<file path="src/rtl/mdu_pkg.sv">
// rtl/mdu_pkg.sv - shared op encodings, FSM states and constants for the iterative MDU
package mdu_pkg;

  localparam int MDU_WIDTH = 32;

  localparam logic [1:0] OP_MULTU = 2'b00;
  localparam logic [1:0] OP_MULT  = 2'b01;
  localparam logic [1:0] OP_DIVU  = 2'b10;
  localparam logic [1:0] OP_DIV   = 2'b11;

  typedef enum logic [1:0] {
    IDLE   = 2'd0,
    RUN    = 2'd1,
    FINISH = 2'd2
  } state_t;

  // Quotient magnitude produced by a divide by zero; sliced down to the operand width.
  localparam logic [63:0] DIV0_QUO = '1;

endpackage

</file>
<file path="src/rtl/mdu_div_step.sv">
// rtl/mdu_div_step.sv - one combinational restoring-division step
module mdu_div_step #(
  parameter int WIDTH = 32
) (
  input  logic [WIDTH-1:0] rem,
  input  logic [WIDTH-1:0] quo,
  input  logic [WIDTH-1:0] divisor,
  output logic [WIDTH-1:0] rem_next,
  output logic [WIDTH-1:0] quo_next
);

  logic [WIDTH:0] shifted;
  logic [WIDTH:0] diff;
  logic           take;

  // Shift the next dividend bit into the partial remainder and subtract when it fits.
  // While rem < divisor the top bit of diff is a clean borrow flag; with a zero
  // divisor it stays clear, so the quotient fills with ones and rem becomes the dividend.
  always_comb begin
    shifted  = {rem, quo[WIDTH-1]};
    diff     = shifted - {1'b0, divisor};
    take     = ~diff[WIDTH];
    rem_next = take ? diff[WIDTH-1:0] : shifted[WIDTH-1:0];
    quo_next = {quo[WIDTH-2:0], take};
  end

endmodule

</file>
<file path="src/rtl/mdu_iter.sv">
// rtl/mdu_iter.sv - iterative MULT/MULTU/DIV/DIVU unit feeding HI/LO; MDU_ZERO_FAST_EN enables zero-operand shortcut
module mdu_iter
  import mdu_pkg::*;
#(
  parameter int WIDTH = MDU_WIDTH,
  parameter int CNT_W = 6
) (
  input  logic             clk,
  input  logic             rst,
  input  logic             start,
  input  logic [1:0]       op,
  input  logic [WIDTH-1:0] a,
  input  logic [WIDTH-1:0] b,
  output logic             busy,
  output logic             done,
  output logic [WIDTH-1:0] hi_out,
  output logic [WIDTH-1:0] lo_out,
  output logic             hilo_we
);

  localparam logic [CNT_W-1:0] LAST_STEP = CNT_W'(WIDTH - 1);

  state_t           state;
  logic [CNT_W-1:0] count;
  logic [1:0]       op_r;
  logic             sign_a;
  logic             sign_b;
  logic [WIDTH-1:0] acc;   // product high half / partial remainder
  logic [WIDTH-1:0] q;     // multiplier shifting into product low half / dividend into quotient
  logic [WIDTH-1:0] m;     // multiplicand / divisor magnitude

  logic             in_sa;
  logic             in_sb;
  logic [WIDTH-1:0] mag_a;
  logic [WIDTH-1:0] mag_b;

  logic [WIDTH:0]   mul_sum;
  logic [WIDTH-1:0] mul_acc_next;
  logic [WIDTH-1:0] mul_q_next;
  logic [WIDTH-1:0] div_rem_next;
  logic [WIDTH-1:0] div_quo_next;

  logic [2*WIDTH-1:0] prod;
  logic [WIDTH-1:0]   fin_hi;
  logic [WIDTH-1:0]   fin_lo;

  assign hilo_we = done;

  // Operand magnitudes and sign flags; unsigned ops take the raw values.
  always_comb begin
    in_sa = op[0] & a[WIDTH-1];
    in_sb = op[0] & b[WIDTH-1];
    mag_a = in_sa ? -a : a;
    mag_b = in_sb ? -b : b;
  end

  // Shift-add multiply step: add multiplicand when the multiplier LSB is set, then shift right.
  always_comb begin
    mul_sum = {1'b0, acc} + {1'b0, (q[0] ? m : '0)};
    {mul_acc_next, mul_q_next} = {mul_sum, q[WIDTH-1:1]};
  end

  mdu_div_step #(.WIDTH(WIDTH)) u_div_step (
    .rem      (acc),
    .quo      (q),
    .divisor  (m),
    .rem_next (div_rem_next),
    .quo_next (div_quo_next)
  );

  // Sign correction applied on the way out: product negated for MULT with differing signs,
  // quotient negated for DIV with differing signs, remainder follows the dividend sign.
  always_comb begin
    prod   = {acc, q};
    fin_hi = acc;
    fin_lo = q;
    if (!op_r[1]) begin
      if (op_r == OP_MULT && (sign_a ^ sign_b)) begin
        prod = -prod;
      end
      fin_hi = prod[2*WIDTH-1:WIDTH];
      fin_lo = prod[WIDTH-1:0];
    end else if (op_r == OP_DIV) begin
      if (sign_a ^ sign_b) begin
        fin_lo = -q;
      end
      if (sign_a) begin
        fin_hi = -acc;
      end
    end
  end

  // Control FSM and datapath registers, all on the falling edge to line up with PC and HI/LO.
  always_ff @(negedge clk or posedge rst) begin
    if (rst) begin
      state  <= IDLE;
      count  <= '0;
      op_r   <= '0;
      sign_a <= 1'b0;
      sign_b <= 1'b0;
      acc    <= '0;
      q      <= '0;
      m      <= '0;
      busy   <= 1'b0;
      done   <= 1'b0;
      hi_out <= '0;
      lo_out <= '0;
    end else begin
      done <= 1'b0;
      case (state)
        IDLE: begin
          if (start) begin
            op_r   <= op;
            sign_a <= in_sa;
            sign_b <= in_sb;
            count  <= '0;
            busy   <= 1'b1;
`ifdef MDU_ZERO_FAST_EN
            if (a == '0 || b == '0) begin
              // Results preloaded so that FINISH's sign correction yields the final values.
              state <= FINISH;
              m     <= '0;
              if (op[1] && b == '0) begin
                acc <= mag_a;
                q   <= DIV0_QUO[WIDTH-1:0];
              end else begin
                acc <= '0;
                q   <= '0;
              end
            end else begin
              state <= RUN;
              acc   <= '0;
              q     <= op[1] ? mag_a : mag_b;
              m     <= op[1] ? mag_b : mag_a;
            end
`else
            state <= RUN;
            acc   <= '0;
            q     <= op[1] ? mag_a : mag_b;
            m     <= op[1] ? mag_b : mag_a;
`endif
          end
        end
        RUN: begin
          count <= count + 1'b1;
          if (op_r[1]) begin
            acc <= div_rem_next;
            q   <= div_quo_next;
          end else begin
            acc <= mul_acc_next;
            q   <= mul_q_next;
          end
          if (count == LAST_STEP) begin
            state <= FINISH;
          end
        end
        FINISH: begin
          state  <= IDLE;
          busy   <= 1'b0;
          done   <= 1'b1;
          hi_out <= fin_hi;
          lo_out <= fin_lo;
        end
        default: begin
          state <= IDLE;
          busy  <= 1'b0;
        end
      endcase
    end
  end

endmodule
</file>
<file path="config.mk">
export PLATFORM = sky130hd
export DESIGN_NAME = mdu_iter
export DESIGN_NICKNAME = d
export VERILOG_FILES = /design/src/rtl/mdu_pkg.sv /design/src/rtl/mdu_div_step.sv /design/src/rtl/mdu_iter.sv
export SDC_FILE = /design/constraint.sdc
export NUM_CORES = 1
export LEC_CHECK = 0
export CORE_ASPECT_RATIO = 0.8
export CORE_MARGIN = 4
export CORE_UTILIZATION = 53
export CTS_BUF_LIST = sky130_fd_sc_hd__clkbuf_16
export DETAILED_ROUTE_END_ITERATION = 6
export PLACE_DENSITY = 0.75
export SLEW_MARGIN = 15
export SYNTH_ARGS = -nofsm -noshare
export SYNTH_HDL_FRONTEND = slang
export SYNTH_SLANG_ARGS = --single-unit
</file>
<file path="constraint.sdc">
create_clock -name clk -period 5.24 [get_ports clk]
set_clock_uncertainty 0.05 [all_clocks]
set_input_delay 1.048 -clock clk [delete_from_list [all_inputs] [get_ports clk]]
set_output_delay 1.048 -clock clk [all_outputs]
set_load 0.05 [all_outputs]
</file>
Word level (Yosys, flattened, before mapping) --
Index checks and enable logic that the tools add are counted.
Cells by class: reduce and logical (&&, ||, !) cells 7, eq/ne operators 7, $add $sub $neg 8, bitwise gates (word level) 5, multiplexer cells 27
Operators by type and width (count):
- $mux 32 | 16
- $neg 32->32 | 4
- $pmux 32 s2 | 2
- $mux 64 | 1
- $neg 64->64 | 1
- $add 32x32->33 | 1
- $sub 33x32->33 | 1
- $pmux 6 s2 | 1
- $reduce_and 2->1 | 4
- $add 6x1->6 const B | 1
- $eq 6x5->1 const B | 1
- $mux 6 | 1
- $eq 2x1->1 const B | 2
- $eq 2x2->1 const B | 2
- $mux 2 | 2
- $ne 2x2->1 const B | 2
- $pmux 2 s2 | 1
- $and 1x1->1 | 2
- $logic_not 2->1 | 1
- $mux 1 | 2
- $not 1->1 | 2
- $pmux 1 s2 | 1
- $reduce_bool 2->1 | 1
- $logic_and 1x1->1 | 1
- $xor 1x1->1 | 1
Storage, ports and cells: flip-flop bits (word level) 174, output and inout port bits 67, logic and storage cells 66, input port bits 69

Depth between registers and ports, before layout --
Gate-level depths: netlist (run 1).
depth in word-level cells 5, gate-level depth with buffers 14, depth with buffers taken out 13

Hierarchy --
Synthesis (run 1) repeated with hierarchy kept, for this count alone.
Unflattened totals: cells, all modules 1840, area, all modules 15000.6 um^2
By module, submodules not included:
- mdu_iter | cells each 1503, area each 12401.9 um^2, times used 1, sequential area each 4354.2 um^2
- mdu_div_step | cells each 337, area each 2598.7 um^2, times used 1, sequential area each 0.0 um^2

==> results_dict.tcl, run 1 <==
set metrics [dict create \
    grt_max_degree 130 \
    dp.cells 2382 \
    synth_nets 1954 \
    worstSetupEndpointType "flop" \
    core_mm2 0.0263 \
    fp.dieH_um 154 \
    synth_ff_type "dfrtn_1" \
    pwr_density_cell_mw_per_mm2 536 \
    drc 0 \
    ys_seq_area_share_pct 30.7 \
    antenna_found_initial 0 \
    post-dp-hpwl_mm 35.9 \
    crit_fanout 4 \
    reg2reg_depth 13 \
    fin_ws_ns -0.520 \
    synth_edf_count 0 \
    peakVddDrop_v 0.000355 \
    worstMarginPinSlew_ns 1.13 \
    numCtsBuffers 17 \
    syn_avg_cell_area_um2 7.81 \
    crit_slowest_cell "or4_4" \
    wl_mm 48.9 \
    netlist.area_leader.share_pct 30.7 \
    drv_slew 0 \
    htree_num_levels 4 \
    clock_latency_ns 0.41 \
    hold_depth 2 \
    p_leak_uw 0.00812 \
    final_core_utilization_pct 70.2 \
    startpoint_type "input pin" \
    crit_path_frequent_cell "buf_6" \
    synth_most_common_cell "nand2_1" \
    die-area_mm2 0.0294 \
    die_x_um 191 \
    violations "setup timing" \
    num_io_pins 136 \
    worstPathArrival_ns 3.33 \
    rows 53 \
    cts_tree "yes" \
    synthTopCellsByCount "219 x nand2_1, 210 x o21ai_0, 174 x dfrtn_1" \
    gp_congestion 0.989 \
    cts_root_buf "clkbuf_16" \
    drive_gt1_share_pct 22.3 \
    required_ns 2.81 \
    io_buffers 135 \
    grt_pass1_vias 13911 \
    routedWlPerCell_um 20.1 \
    ys_async_sr_fraction_pct 100 \
    ant_nets 0 \
    path_class "input pin to flop" \
    antenna_cells 0 \
    min_path_type "flop to flop" \
    area_growth_pct 30.4 \
    slew_headroom_pct 24.6 \
    first_pass_iters 7 \
    maxCapViolCount 0 \
    drt_first_iter_violations 1660 \
    status "finished with violations" \
    fill_cells 2094 \
    fin_cells 2432 \
    yosys-top-cells-area "dfrtn_1 31%, o21ai_0 7.4%, ha_1 6.1%" \
    rsz0062_at_grt "yes" \
    p_total_uw 9890 \
    netlist_instances 1814 \
    crit_chain "buf_6 -> or4_4 -> nor4_4 -> nand3_2 -> or2_4 -> buf_6 -> buf_6 -> nand2_4 -> xnor2_2 -> o21ai_1 -> o21ai_1" \
    synthDistinctLibCells 73 \
    slowest_delay_ns 0.56 \
    synth_area_mm2 0.0142 \
    ys_warn_count 0 \
    nets 2202 \
    grt_pass1_wl_mm 75.2 \
    grt-ovfl-total 0 \
    grt.total_usage_pct 31.9 \
    hold_viol_final 0 \
    clock_path_buffers 2 \
    setup_viol 50 \
    yosys.area.top_type "dfrtn_1" \
    cts_sinks 174 \
    synth-seq-cells 174 \
    num_vias 14899 \
    initial_core_util_pct 53.8 \
    clkTransAtPathRegs_ns 0.06 \
    via_per_inst 6.13 \
]
logic make-up (layout without fill, tap and decap cells):
kind of cell | after synthesis | after routing | share of synthesized area [%]
AOI/OAI and AO/OA | 607 | 607 | 26.1
xor gates and xnor gates | 176 | 176 | 10.9
adders and majority gates | 71 | 71 | 6.38
buffers and inverters | 179 | 440 | 4.92
DFF | 174 | 174 | 30.7
muxes | 37 | 37 | 2.62
and+or+nand+nor | 570 | 570 | 18.4
sequential cells by signal (all words and copies together) (netlist names):
name	flops
count	6
op_r	2
hi_out	32
sign_a	1
q	32
done	1
state	2
lo_out	32
busy	1
sign_b	1
acc	32
m	32
placed cells by master, fill, tap and decap left out, types with 13 or more instances in the layout:
cell type	count
buf_4	251
clkbuf_16	17
inv_1	61
o21a_1	14
dfrtn_1	174
nor3_1	37
a211oi_1	26
mux2i_1	35
clkdlybuf4s50_1	35
nand4_1	13
a31oi_1	29
ha_1	68
o21ai_0	162
a21oi_1	130
a22oi_1	19
o21ai_1	43
and3_1	15
nand2_1	215
o31ai_1	20
o211ai_1	35
a21o_1	22
buf_6	20
xor2_1	67
nor2_1	148
xnor2_1	86
nand3_1	24
power breakdown:
| part | internal [uW] | switching [uW] | leakage, uW |
|---|---|---|---|
| logic | 2540 | 3570 | 0.00578 |
| clock network | 723 | 637 | 0.000291 |
| registers | 1750 | 688 | 0.00204 |
| total | 5000 | 4890 | 0.00812 |
metal layers:
metal,vias up,GRT usage [%],wire (um)
li1,6991,-,-
met1,7065,47.2,21500
met2,732,46.7,20500
met3,111,7.81,5500
met4,0,8.89,1430
met5,-,0,0
through the flow:
stage / worst slack [ns] / hold WS (ns) / area [um2] / TNS [ns]
2_1_floorplan: -0.581 / 0.360 / 14300 / -113.34
3_3_place_gp: -1.16 / 0.372 / 17100 / -52.71
3_5_place_dp: -1.15 / 0.382 / 17100 / -55.07
4_1_cts: -0.338 / 0.382 / 18200 / -9.36
5_1_grt: -0.524 / 0.396 / 18500 / -16.12
6_report: -0.520 / 0.376 / 18500 / -13.12
repair_timing:
| action | 4_1_cts | 5_1_grt |
|---|---|---|
| setup endpoints to repair | 57 | 56 |
| gates resized for setup | 164 | 53 |
| buffers inserted | 19 | 6 |
| pin swaps | 82 | 45 |
| hold buffers | 0 | 0 |
path summary, 6_finish.rpt:
kind                           start          to  slack (ns)
min in group asynchronous        rst  lo_out[14]        3.60
hold reg to reg            lo_out[2]   lo_out[2]        0.38
max in group asynchronous        rst      acc[6]        1.11
setup / recovery                a[7]       m[23]       -0.52
setup reg to reg                q[0]     acc[28]        0.79
hold / removal             lo_out[2]   lo_out[2]        0.38
area by class of cell:
type	count	area [um2]	area share, %
clock inverter	15	180	0.975
inverter	65	248	1.34
tap	357	447	2.42
timing repair buffer	343	2860	15.5
sequential	174	4350	23.6
clock buffer	17	425	2.30
multi-input combinational	1461	9960	53.9
worst max-delay path: cells and delay by family:
| kind | cells | cell delay, ns |
|---|---|---|
| buffers and inverters | 3 | 0.33 |
| XOR/XNOR | 1 | 0.08 |
| AO/OA/AOI/OAI | 2 | 0.35 |
| AND/OR/NAND/NOR | 5 | 1.51 |
No activity file was read; power rests on OpenSTA's default activity.
==> inputs of run 2 (changes only) <==
==> constraint.sdc (replaced) <==
create_clock -name clk -period 5.24 [get_ports clk]
set_clock_uncertainty 0.05 [all_clocks]
set_input_delay 0.524 -clock clk [delete_from_list [all_inputs] [get_ports clk]]
set_output_delay 0.524 -clock clk [all_outputs]
set_load 0.05 [all_outputs]
==> run 2 against run 1 <==
Effect of this change: the run now ends clean; combinational power fell by 2%; sequential share of layout area up 1.0 points; clock-buffer cell count did not move; clock power decreased by 8%; critical path type unchanged; largest power group unchanged; highest routed layer unchanged.
==> results_dict.tcl, run 2 (synthesis gave the netlist of run 1 again) <==
set metrics [dict create \
    drv_slew 0 \
    crit_fanout 3 \
    final_cell_mix "217 x nand2_1, 200 x o21ai_0, 174 x dfrtn_1" \
    io_buffers 135 \
    min_path_type "flop to flop" \
    ant_nets 0 \
    peakVddDrop_v 0.000403 \
    clkTransAtPathRegs_ns 0.05 \
    hold_viol_final 0 \
    required_ns 2.81 \
    cts-hold-fix-buffers 0 \
    slew_headroom_pct 25.6 \
    grt_max_degree 130 \
    worstPathArrival_ns 2.74 \
    routed.top_layer "met4" \
    gp_congestion 0.985 \
    routed-wl-met3_mm 4.52 \
    via_per_inst 6.11 \
    core_mm2 0.0263 \
    htree_num_levels 4 \
    pwr_density_cell_mw_per_mm2 547 \
    crit_end "q[17]" \
    cts_root_buf "clkbuf_16" \
    p_leak_uw 0.00775 \
    reg2reg_depth 13 \
    crit_chain "clkdlybuf4s50_1 -> or4_4 -> nor4b_4 -> buf_4 -> a21oi_1 -> xnor2_1 -> a21oi_1 -> o21ai_0 -> buf_4 -> a22oi_1" \
    startpoint_type "input pin" \
    seq_area_mm2 0.00435 \
    setup_viol 0 \
    grt.total_usage_pct 30.9 \
    path_class "input pin to flop" \
    antenna_found_initial 0 \
    num_io_pins 136 \
    antenna_cells 0 \
    die_x_um 191 \
    critPathLaunch "b[10]" \
    fill_cells 2235 \
    post-dp-hpwl_mm 35.8 \
    drive_gt1_share_pct 13.0 \
    hold_slack_ns 0.374 \
    mostFrequentLayoutCell "nand2_1" \
    cts_sinks 174 \
    clock_path_buffers 2 \
    die-area_mm2 0.0294 \
    routed-wl-met2_mm 19.7 \
    drt_first_iter_violations 1657 \
    slowest_delay_ns 0.46 \
    wl_met1_mm 21.7 \
    nets 2161 \
    reg2reg_slack_ns 0.78 \
    routedWlPerCell_um 19.6 \
    worstMarginPinSlew_ns 1.11 \
    multi_input_area_mm2 0.00942 \
    fp.dieH_um 154 \
    wl_mm 46.8 \
    first_pass_iters 5 \
    r2r-end "acc[28]" \
    rows 53 \
    drc 0 \
    worstSetupEndpointType "flop" \
    grt-ovfl-total 0 \
    crit_slowest_cell "or4_4" \
    num_vias 14599 \
    clock_latency_ns 0.42 \
    timing.rr.start "q[0]" \
    final_core_utilization_pct 67.2 \
    grt_pass1_vias 13519 \
    numCtsBuffers 17 \
    grt_pass1_wl_mm 73.0 \
    status "finished clean" \
    initial_core_util_pct 53.8 \
    maxCapViolCount 0 \
    area_growth_pct 24.9 \
    cts_tree "yes" \
]
-- run 2: cell count changes in the layout (fill, tap and decap cells not counted), sizes merged, moves of 4 or more --
cell | before | now
clkdlybuf4s15 | 4 | 0
clkdlybuf4s50 | 35 | 115
buf | 286 | 168
dlymetal6s2s | 4 | 13
clkinv | 3 | 7
dlygate4sd2 | 12 | 4
-- run 2: routing by layer --
metal  vias to the layer above  GRT usage, %
met5                         -             0
met3                        75          5.35
li1                       6911             -
met1                      6891          48.2
met2                       722          44.3
met4                         0          7.73
-- run 2: worst max-delay path, delay by kind of cell --
kind	cells	cell delay, ns
buffers and inverters	3	0.76
and+or+nand+nor	2	0.86
xor gates and xnor gates	1	0.24
AOI/OAI and AO/OA	4	0.34
-- run 2: worst min-delay path by stage --
stage / start / to / cells past startpoint
after floorplan: m[12] / m[12] / 2
after global placement: hi_out[16] / hi_out[16] / 2
after detailed placement: hi_out[17] / hi_out[17] / 2
after CTS: hi_out[17] / hi_out[17] / 2
after global routing: hi_out[3] / hi_out[3] / 2
final: lo_out[10] / lo_out[10] / 2
-- run 2: report_power, final --
group | total, uW | internal, uW | switching (uW)
clock network | 1250 | 624 | 626
registers | 2450 | 1750 | 703
logic | 5980 | 2470 | 3510
-- run 2: what timing repair did --
item	4_1_cts	5_1_grt
setup buffers	4	4
pin swaps	22	33
gates resized for setup	26	45
setup endpoints to repair	44	46
-- run 2: cell type report --
class / count / share of cell area, %
Multi-Input combinational cell: 1461 / 53.2
Sequential cell: 174 / 24.6
Timing Repair Buffer: 302 / 15.1
Tap cell: 357 / 2.52
Clock buffer: 17 / 2.40
Inverter: 65 / 1.40
Clock inverter: 15 / 0.728
-- run 2: metrics by stage --
stage                     setup slack (ns)  setup TNS (ns)  instance area (um2)  power (uW)  instances
after floorplan                    -0.0567           -9.87                14200        6580       1814
after global placement              -0.588          -23.77                16800        8090       2351
after detailed placement            -0.702          -28.09                16800        8220       2351
after CTS                         -0.00363        -0.00773                17500        9510       2387
after global routing               -0.0461          -0.306                17700       10400       2391
final                               0.0708               0                17700        9680       2391
==> inputs of run 3 (changes only) <==
Settings changed: CORE_UTILIZATION 53 to 40, PLACE_DENSITY 0.75 to 0.58.
==> run 3 against run 2 <==
Effect of this change: sequential share of layout area down 0.34 points; sequential power hardly changed; global-route usage decreased by 5.9 points; design area is 1.4% higher; clock power grew 4%; critical path depth unchanged; flip-flop and latch count stayed put; utilization down 16 points; register-to-register slack improved by 0.07 ns; critical endpoint is now q[27]; largest power group unchanged.
==> results_dict.tcl, run 3 (synthesis gave the netlist of run 1 again) <==
set metrics [dict create \
    preCtsSetupSlack_ns -0.682 \
    required_ns 2.80 \
    wl_mm 49.1 \
    p_leak_uw 0.00775 \
    worst-path-stages 10 \
    slowest_delay_ns 0.55 \
    num_vias 14129 \
    rows 61 \
    clkTransAtPathRegs_ns 0.05 \
    path_class "input pin to flop" \
    clock_path_buffers 2 \
    grt-ovfl-total 0 \
    final_cell_mix "217 x nand2_1, 199 x o21ai_0, 174 x dfrtn_1" \
    hold_viol_final 0 \
    status "finished clean" \
    crit_fanout 5 \
    crit_chain "clkbuf_2 -> or4_4 -> nor4_4 -> nand3_1 -> or2_4 -> o21ai_2 -> xor2_1 -> mux2i_1 -> nor2_1 -> a211oi_2" \
    tns_ns 0 \
    dp.cells 2467 \
    final_core_utilization_pct 51.5 \
    pwr_density_cell_mw_per_mm2 543 \
    antenna_found_initial 0 \
    io_buffers 135 \
    nets 2159 \
    min_path_type "flop to flop" \
    cts_root_buf "clkbuf_16" \
    area_growth_pct 26.7 \
    core_mm2 0.0349 \
    htree_num_levels 4 \
    initial_core_util_pct 40.6 \
    num_io_pins 136 \
    crit_slowest_cell "or4_4" \
    reg2reg_depth 13 \
    grt_pass1_wl_mm 75.9 \
    gp_congestion 0.932 \
    fin_ws_ns 0.0455 \
    startpoint_type "input pin" \
    grt_pass1_vias 13297 \
    hold_depth 2 \
    mostFrequentLayoutCell "nand2_1" \
    ant_nets 0 \
    drc 0 \
    peakVddDrop_v 0.000235 \
    fp.dieH_um 176 \
    grt.total_usage_pct 25.0 \
    maxCapViolCount 0 \
    drive_gt1_share_pct 13.0 \
    die-area_mm2 0.0385 \
    grt_max_degree 130 \
    numCtsBuffers 17 \
    die_x_um 218 \
    hold_slack_ns 0.370 \
    post-dp-hpwl_mm 38.3 \
    slew_headroom_pct 22.7 \
    antenna_cells 0 \
    crit_buf_inv 1 \
    worstMarginPinSlew_ns 1.16 \
    drv_slew 0 \
    drt_first_iter_violations 1373 \
    crit_family "simple AND/OR/NAND/NOR gates" \
    worstSetupEndpointType "flop" \
    via_per_inst 5.64 \
    first_pass_iters 5 \
    cts_tree "yes" \
    worstPathArrival_ns 2.75 \
    cts-hold-fix-buffers 0 \
    cts_sinks 174 \
    setup_viol 0 \
    fin_cells 2503 \
    clock_latency_ns 0.42 \
    routedWlPerCell_um 19.6 \
]
[run 3: layout make-up]
class                           count  area, um2
Tap cell                          472        591
Inverter                           65        248
Sequential cell                   174       4350
Clock buffer                       17        425
Multi-Input combinational cell   1461       9450
Timing Repair Buffer              300       2730
Fill cell                        3437      16900
Clock inverter                     14        156
[run 3: layer usage]
| metal | routed length, um | GRT usage (%) | vias up |
|---|---|---|---|
| met5 | 87 | 1.67 | - |
| met4 | 731 | 4.95 | 2 |
| met3 | 3630 | 4.80 | 46 |
| met2 | 20200 | 35.6 | 436 |
| met1 | 24400 | 39.1 | 6740 |
| li1 | - | - | 6905 |
[run 3: report_power, final]
part / internal (uW) / leakage, uW / switching (uW)
registers: 1750 / 0.00204 / 690
logic: 2500 / 0.00544 / 3500
clock network: 671 / 0.000269 / 626
[run 3: stage by stage]
step / total power (uW) / instance area (um2)
after detailed placement: 8310 / 17100
after floorplan: 6580 / 14200
after global placement: 8210 / 17100
final: 9740 / 17900
after CTS: 9640 / 17700
after global routing: 10500 / 17900
[run 3: final timing paths]
check / slack (ns) / startpoint / endpoint
worst min-delay path: 0.37 / lo_out[6] / lo_out[6]
max in group asynchronous: 1.45 / rst / m[29]
min in group asynchronous: 2.88 / rst / lo_out[12]
worst min register to register: 0.37 / lo_out[6] / lo_out[6]
worst max-delay path: 0.05 / a[10] / q[27]
worst max register to register: 0.85 / q[0] / acc[28]
[run 3: timing repair]
item                                   in CTS  in global routing
buffers inserted                            3                  2
gates cloned                                0                  0
setup endpoints to repair                  43                 46
resized for setup                          29                 51
endpoints found under the hold margin       0                  0
pin swaps                                  23                 31
[run 3: worst register-to-register path, stage by stage (launching register included)]
cell	delay [ns]
dfrtn_1	0.66
inv_2	0.35
nor2_1	0.22
ha_1	0.26
o211ai_1	0.17
o211ai_1	0.32
a2111oi_0	0.20
buf_4	0.17
nor3_1	0.55
o211ai_1	0.25
a31oi_1	0.41
a31oi_1	0.16
xnor2_1	0.14
a221o_1	0.32
